$ cat src/rtl/bcd_c_pkg.sv
// Shared constants for the bcd_c display path: digit segment patterns
// (active-low, {dp,g,f,e,d,c,b,a}) and the saturation limit.
package bcd_c_pkg;

    localparam logic [7:0] SEG_0     = 8'hC0;
    localparam logic [7:0] SEG_1     = 8'hF9;
    localparam logic [7:0] SEG_2     = 8'hA4;
    localparam logic [7:0] SEG_3     = 8'hB0;
    localparam logic [7:0] SEG_4     = 8'h99;
    localparam logic [7:0] SEG_5     = 8'h92;
    localparam logic [7:0] SEG_6     = 8'h82;
    localparam logic [7:0] SEG_7     = 8'hF8;
    localparam logic [7:0] SEG_8     = 8'h80;
    localparam logic [7:0] SEG_9     = 8'h90;
    localparam logic [7:0] SEG_BLANK = 8'hFF;

    localparam logic [9:0] SAT_LIMIT = 10'd999;

endpackage

$ cat src/rtl/seg7_digit_enc.sv
// One BCD nibble to a seven-segment pattern; non-decimal nibbles go dark.
// SEG_ACTIVE_LOW=0 inverts every pattern for common-cathode displays.
module seg7_digit_enc
    import bcd_c_pkg::*;
#(
    parameter bit SEG_ACTIVE_LOW = 1'b1
) (
    input  logic [3:0] i_bcd,
    output logic [7:0] o_seg
);

    logic [7:0] w_pat;

    // NOTE: every variable assigned in always_comb gets a default first so no latch is inferred.
    always_comb begin
        w_pat = SEG_BLANK;
        case (i_bcd)
            4'd0:    w_pat = SEG_0;
            4'd1:    w_pat = SEG_1;
            4'd2:    w_pat = SEG_2;
            4'd3:    w_pat = SEG_3;
            4'd4:    w_pat = SEG_4;
            4'd5:    w_pat = SEG_5;
            4'd6:    w_pat = SEG_6;
            4'd7:    w_pat = SEG_7;
            4'd8:    w_pat = SEG_8;
            4'd9:    w_pat = SEG_9;
            default: w_pat = SEG_BLANK;
        endcase
        o_seg = SEG_ACTIVE_LOW ? w_pat : ~w_pat;
    end

endmodule

$ cat src/rtl/bcd_c.sv
// 10-bit binary to three seven-segment digits, saturating at 999.
// Stage 1 registers double-dabble BCD plus blank flag; stage 2 registers patterns.
module bcd_c
    import bcd_c_pkg::*;
#(
    parameter bit SEG_ACTIVE_LOW = 1'b1
) (
    input  logic       clk,
    input  logic       rst_n,
    input  logic [9:0] in,
    input  logic       nothing,
    output logic [7:0] num2,
    output logic [7:0] num1,
    output logic [7:0] num0
);

    localparam logic [7:0] BLANK_PAT = SEG_ACTIVE_LOW ? SEG_BLANK : ~SEG_BLANK;

    // Shift-add-3: before each shift, any BCD nibble >= 5 gets 3 added.
    function automatic logic [11:0] bin_to_bcd(input logic [9:0] bin);
        logic [21:0] scratch;
        scratch = {12'd0, bin};
        for (int i = 0; i < 10; i++) begin
            if (scratch[13:10] >= 4'd5) scratch[13:10] = scratch[13:10] + 4'd3;
            if (scratch[17:14] >= 4'd5) scratch[17:14] = scratch[17:14] + 4'd3;
            if (scratch[21:18] >= 4'd5) scratch[21:18] = scratch[21:18] + 4'd3;
            scratch = scratch << 1;
        end
        return scratch[21:10];
    endfunction

    logic [9:0]  w_sat;
    logic [11:0] w_bcd;
    logic [11:0] r_bcd;
    logic        r_blank;
    logic [7:0]  w_seg2;
    logic [7:0]  w_seg1;
    logic [7:0]  w_seg0;

    assign w_sat = (in > SAT_LIMIT) ? SAT_LIMIT : in;
    assign w_bcd = bin_to_bcd(w_sat);

    // NOTE: sequential state uses non-blocking assignments so every register samples pre-edge values.
    always_ff @(posedge clk or negedge rst_n) begin
        if (!rst_n) begin
            r_bcd   <= '0;
            r_blank <= 1'b1;
        end else begin
            r_bcd   <= w_bcd;
            r_blank <= nothing;
        end
    end

    seg7_digit_enc #(.SEG_ACTIVE_LOW(SEG_ACTIVE_LOW)) u_enc2 (.i_bcd(r_bcd[11:8]), .o_seg(w_seg2));
    seg7_digit_enc #(.SEG_ACTIVE_LOW(SEG_ACTIVE_LOW)) u_enc1 (.i_bcd(r_bcd[7:4]),  .o_seg(w_seg1));
    seg7_digit_enc #(.SEG_ACTIVE_LOW(SEG_ACTIVE_LOW)) u_enc0 (.i_bcd(r_bcd[3:0]),  .o_seg(w_seg0));

    // Output registers reset to dark so the display is blank the instant rst_n falls.
    always_ff @(posedge clk or negedge rst_n) begin
        if (!rst_n) begin
            num2 <= BLANK_PAT;
            num1 <= BLANK_PAT;
            num0 <= BLANK_PAT;
        end else begin
            num2 <= r_blank ? BLANK_PAT : w_seg2;
            num1 <= r_blank ? BLANK_PAT : w_seg1;
            num0 <= r_blank ? BLANK_PAT : w_seg0;
        end
    end

endmodule

$ cat config.mk
export PLATFORM = sky130hd
export DESIGN_NAME = bcd_c
export DESIGN_NICKNAME = d
export VERILOG_FILES = /design/src/rtl/bcd_c_pkg.sv /design/src/rtl/seg7_digit_enc.sv /design/src/rtl/bcd_c.sv
export SDC_FILE = /design/constraint.sdc
export NUM_CORES = 1
export LEC_CHECK = 0
export ABC_AREA = 0
export ABC_CLOCK_PERIOD_IN_PS = 1400
export CAP_MARGIN = 20
export CORE_ASPECT_RATIO = 0.75
export CORE_UTILIZATION = 23
export DETAILED_ROUTE_END_ITERATION = 8
export PLACE_DENSITY_LB_ADDON = 0.2
export SYNTH_ARGS = -nofsm -noshare
export SYNTH_HDL_FRONTEND = slang
export SYNTH_SLANG_ARGS = --single-unit
$ cat constraint.sdc
create_clock -name clk -period 1.4 [get_ports clk]
set_input_delay 0.35 -clock clk [delete_from_list [all_inputs] [get_ports clk]]
set_output_delay 0.35 -clock clk [all_outputs]
set_load 0.02 [all_outputs]
# Word level (Yosys, flattened, before mapping)
# Memories as Yosys holds them, arrays and structs flattened.
# Cells that the tools add are included.
# Widths: inputs -> output; s select.
# totals
register_bits,37
mem_bits_ro,336
inputBits,13
output_inout_bits,24
elab_cells,85
memories,3
# memory_table
memory,words,width,rd,rd_clocked_by_memory_dff,wr,line_no,source
(no name shown),16,7,1,0,0,seg7_digit_enc.sv:17,case (i_bcd)
(no name shown),16,7,1,0,0,seg7_digit_enc.sv:17,
(no name shown),16,7,1,0,0,seg7_digit_enc.sv:17,
# classes
n_addsub,24
magnitude_cmp,25
n_mux,28
# op_table
cell,count
$ge 4x3->1 const B,21
$mux 4,16
$add 4x2->4 const B,15
$mux 3,8
$mux 8,3
$add 3x2->3 const B,6
$gt 10x10->1 const B,1
$mux 10,1
$add 1x2->3 const B,2
$ge 1x3->1 const B,2
$add 1x2->3 const AB,1
$ge 1x3->1 const AB,1

# Logic depth before layout (Yosys ltp)
# depth
depth_word,20
depth_mapped,36
ltp_nobuf,33

# Modules after synthesis
# A second synthesis with hierarchy kept.
# unflattened
cells_unflattened,435
hier_area_um2,3692.3
# modules_own_cells
mod,n_inst,cells_per_inst,area_per_inst_um2,seq_area_each_um2
bcd_c,1,332,3037.9,957.2
seg7_digit_enc (u_enc0 ...),2,35,221.5,0.0
seg7_digit_enc (u_enc1),1,33,211.5,0.0

# Least setup slack after synthesis
# Ideal clock, no wire load.
# synth_path
path_type,input-to-reg
from,input in[8]
to,register r_bcd[9]
setup_time_ps,128
arrival_time_ps,6198
t_required_ps,1272
setup_slack_ps,-4926
stages,35
n_path_buf,3
cell_sequence,buf_6 or2_2 ha_1 buf_4 nor2b_4 a21oi_1 ha_1 nor2b_1 o211ai_1 nand2_1 ha_1 clkbuf_1 nand2b_1 nand2_1 nor3_1 nor2_1 nand2_1 ha_1 a21oi_1 nor3_1 nor2_1 ha_1 inv_1 or4_1 a31o_1 nand2_1 inv_2 a21oi_2 xnor2_2 inv_1 ha_1 inv_1 ha_1 a21o_1 xor2_1
# synth_between
elab_chain_cells,20
elab_cells_between_ends,59
cone_classes,add/sub (19); order compare (20); mux (20)
# synth_rtl
element,line_no,source
from (decl),bcd_c.sv:10,"input logic [9:0] in,"
$gt 10x10->1,bcd_c.sv:40,assign w_sat = (in > SAT_LIMIT) ? SAT_LIMIT : in;
$mux 10 (*),bcd_c.sv:40,
$ge 1x3->1 or $add 1x2->3 (tied branches),bcd_c.sv:24,if (scratch[13:10] >= 4'd5) scratch[13:10] = scratch[13:10] + 4'd3;
$mux 4,bcd_c.sv:24,
$add 4x2->4 or $ge 4x3->1 (tied branches),bcd_c.sv:24,
$mux 4,bcd_c.sv:24,
"$add 4x2->4, or another cell as far along",bcd_c.sv:24,
"$mux 4, on equally long branches","bcd_c.sv:24, bcd_c.sv:25",
(+5 left out),-,
"$mux 4, or another cell as far along",bcd_c.sv:25,if (scratch[17:14] >= 4'd5) scratch[17:14] = scratch[17:14] + 4'd3;
"$add 4x2->4, or another cell as far along",bcd_c.sv:25,
"$mux 4, or another cell as far along",bcd_c.sv:25,
"$add 4x2->4, or another cell as far along",bcd_c.sv:25,
$mux 4 or $mux 3 (tied branches),"bcd_c.sv:25, bcd_c.sv:26",
$ge 4x3->1 or $add 3x2->3 (tied branches),bcd_c.sv:26,if (scratch[21:18] >= 4'd5) scratch[21:18] = scratch[21:18] + 4'd3;
$mux 3 (*),bcd_c.sv:26,
named net w_bcd[9],bcd_c.sv:33,logic [11:0] w_bcd;
to (signal assigned),bcd_c.sv:49,r_bcd <= w_bcd;
to (decl),bcd_c.sv:34,logic [11:0] r_bcd;
# The timed path passes the listed nets; every way through them passes the cells marked *.

# Worst setup path after layout
# layout_path
from,input in[7]
to,register r_bcd[9]
# Same word-level chain as after synthesis.

==> impl_metrics.csv <==
group,metric,value,unit
outcome,status,"finished with violations",
outcome,violations,"negative setup slack",
power_and_ir_drop,peakVddDrop,0.000653,V
timing,slew-limit-headroom,62.9,%
grt,grt_max_degree,35,
timing,fin_crit_sh,338,%
yosys,yosysUniqueCellTypes,79,
worst_setup_path,rr_endpoint,"num1[3]",
grt,grt_pass1_vias,3433,
worst_setup_path,critPathBufInv,5,
min_path,min_path_type,"input pin to async pin",
yosys,synth_warnings,0,
route,route.met2.wl,4.34,mm
finish,antenna_cells,0,
finish,register_area,878,um^2
route,num_vias,3503,
clock_network,cts_tree,"done",
die,die_h,108,um
timing,finalWorstSetupSlack,-3.33,ns
finish,fillers,1422,
grt,grt_pass1_wl,15.9,mm
timing,clock_skew,0.00608,ns
worst_setup_path,worst-setup-path-type,"input pin to flop",
yosys,postSynthAreaPerCell,8.58,um^2
timing,timing.hold.ws,0.441,ns
yosys,synth_largest_area_cell,"dfstp_2",
timing,maxSlewViolCount,0,
route,highest_layer,"met4",
timing,setup_viol,11,
timing,max_freq,0.211,GHz
clock_network,clock_sinks,34,
power_and_ir_drop,power_density,1830,nW/um^2
finish,final_util,38.9,%
route,antenna_left,0,
placed_design,hpwl,7.33,mm
finish,final_layout_size_suffix_gt1_share,57.3,%
placed_design,place.gp.congestion,0.839,
finish,layout.nets,612,
worst_setup_path,cpMostUsedCell,"ha_4",
die,die-area,15400,um^2
job,max_cap_viol_count,0,
yosys,synthCells,400,
worst_setup_path,path_delay_family,"simple AND/OR/NAND/NOR gates",
die,rows,38,
worst_setup_path,crit_path_end_kind,"flop",
yosys,synth-main-ff-cell,"dfstp_2",
worst_setup_path,crit_arrival,4.90,ns
die,die_w,143,um
grt,grt_use_total,12.8,%
finish,layout_common_cells,"buf_4 (146), nor2_1 (25), dfstp_2 (22)",
placed_design,io_buffer_count,33,
finish,final_common_cell,"buf_4",
clock_network,clock_path_buffers,2,
worst_setup_path,required,1.57,ns
die,start_util,23.7,%
clock_network,clockRootBuffer,"clkbuf_16",
worst_setup_path,cp_max_fo,3,
grt,antenna_found_initial,0,
route,drt_iter0_markers,157,
worst_setup_path,ff2ff_path_depth,5,
grt,grt-ovfl-total,0,
finish,multiInputGateArea,2910,um^2
clock_network,htreeDepth,2,
yosys,yosysSeqAreaShare,25.6,%
yosys,synth-seq-cells,34,
die,core_area,14500,um^2
power_and_ir_drop,power_leakage,2.45,nW
die,num_io_pins,37,
finish,syn2layout_area_growth,64.6,%
clock_network,clock_latency,0.28,ns
yosys,syn-cell-area,3430,um^2
clock_network,numCtsBuffers,5,
worst_setup_path,start_kind,"input pin",
yosys,synth_edf_count,0,
route,drt-vias-per-instance,4.54,
route,firstDrtPassIters,4,
route,wl_per_cell,12.5,um
route,wl_met3,361,um
route,routed_wirelength,9.66,mm
worst_setup_path,reg2reg_slack,0.04,ns
clock_network,cts_hold_buf,0,
yosys,synth_top_area_share,16.8,%
route,drc,0,
worst_setup_path,rr_startpoint,"r_bcd[4]",
timing,hold_viol_final,0,
timing,period_needed,4.73,ns
timing,rsz0062_at_grt,"yes",
yosys,yosys-top-cells-area,"dfstp_2 (17%), ha_1 (11%), dfrtp_1 (8.8%)",
clock_network,clk_pin_slew_worst_paths,0.05,ns
worst_setup_path,cp_slowest_stage_delay,0.41,ns
worst_setup_path,cp_slowest_cell,"or4_4",
timing,tightest_slew,0.551,ns
yosys,async_flop_share,100,%
route,met1_length,4.86,mm
[registers in the layout, indices dropped and copies added, names as in the netlist]
register	flops
num2	7
r_blank	1
num1	7
num0	7
r_bcd	12
[metrics by stage]
| step | cells | power, mW | instance area [um^2] | worst slack [ns] | TNS [ns] |
|---|---|---|---|---|---|
| floorplan | 402 | 5.74 | 3710 | -3.94 | -40.85 |
| global placement | 732 | 8.19 | 5060 | -3.98 | -45.02 |
| detailed placement | 732 | 8.24 | 5060 | -4.17 | -46.68 |
| CTS | 765 | 9.69 | 5450 | -3.35 | -35.76 |
| global route | 771 | 11.2 | 5650 | -3.54 | -38.11 |
| finish | 771 | 10.3 | 5650 | -3.33 | -35.80 |
[kinds of logic after synthesis]
logic type / share of synthesized area (%)
compound gates: 30.8
xor+xnor: 2.70
fa+ha+maj: 10.6
buf+inv: 6.02
flops: 25.6
mux: 3.36
other cells: 0.109
simple gates: 20.9
[layout make-up]
type	instances	area share, %
well taps	200	4.43
multi-input cells	323	51.5
flip-flops and latches	34	15.6
inverters	22	1.51
clock buffers	8	2.41
repair buffers	184	24.6
[synth_stat cells (12+ instances only)]
| library cell | count |
|---|---|
| a21oi_1 | 33 |
| clkbuf_1 | 14 |
| dfrtp_1 | 12 |
| dfstp_2 | 22 |
| ha_1 | 29 |
| inv_1 | 20 |
| nand2_1 | 22 |
| nand2b_1 | 17 |
| nor2_1 | 35 |
| o21ai_0 | 16 |
| o21bai_1 | 14 |
| or2_2 | 12 |
[routing by layer]
| layer | vias to the layer above | track usage [%] |
|---|---|---|
| met1 | 1645 | 17.8 |
| met4 | 0 | 3.07 |
| li1 | 1785 | - |
| met3 | 10 | 2.05 |
| met2 | 63 | 20.4 |
| met5 | - | 0 |
[worst max path at each step]
stage                from  slack (ns)  cells past startpoint       end
floorplan           in[7]       -3.94                     35  r_bcd[9]
detailed placement  in[7]       -4.17                     33  r_bcd[9]
finish              in[7]       -3.33                     33  r_bcd[9]
global route        in[7]       -3.54                     33  r_bcd[9]
global placement    in[7]       -3.98                     33  r_bcd[9]
CTS                 in[8]       -3.35                     30  r_bcd[6]
[what timing repair did]
action | in CTS | in global routing
pin swaps | 25 | 42
gates cloned | 0 | 0
gates resized for setup | 114 | 62
buffers inserted | 26 | 7
setup endpoints to repair | 36 | 29
[power by group]
group / switching (mW) / internal [mW]
Combinational: 3.65 / 3.83
Clock: 0.399 / 0.661
Sequential: 0.245 / 1.56
Total: 4.29 / 6.05
No activity file was read; power rests on OpenSTA's default activity.
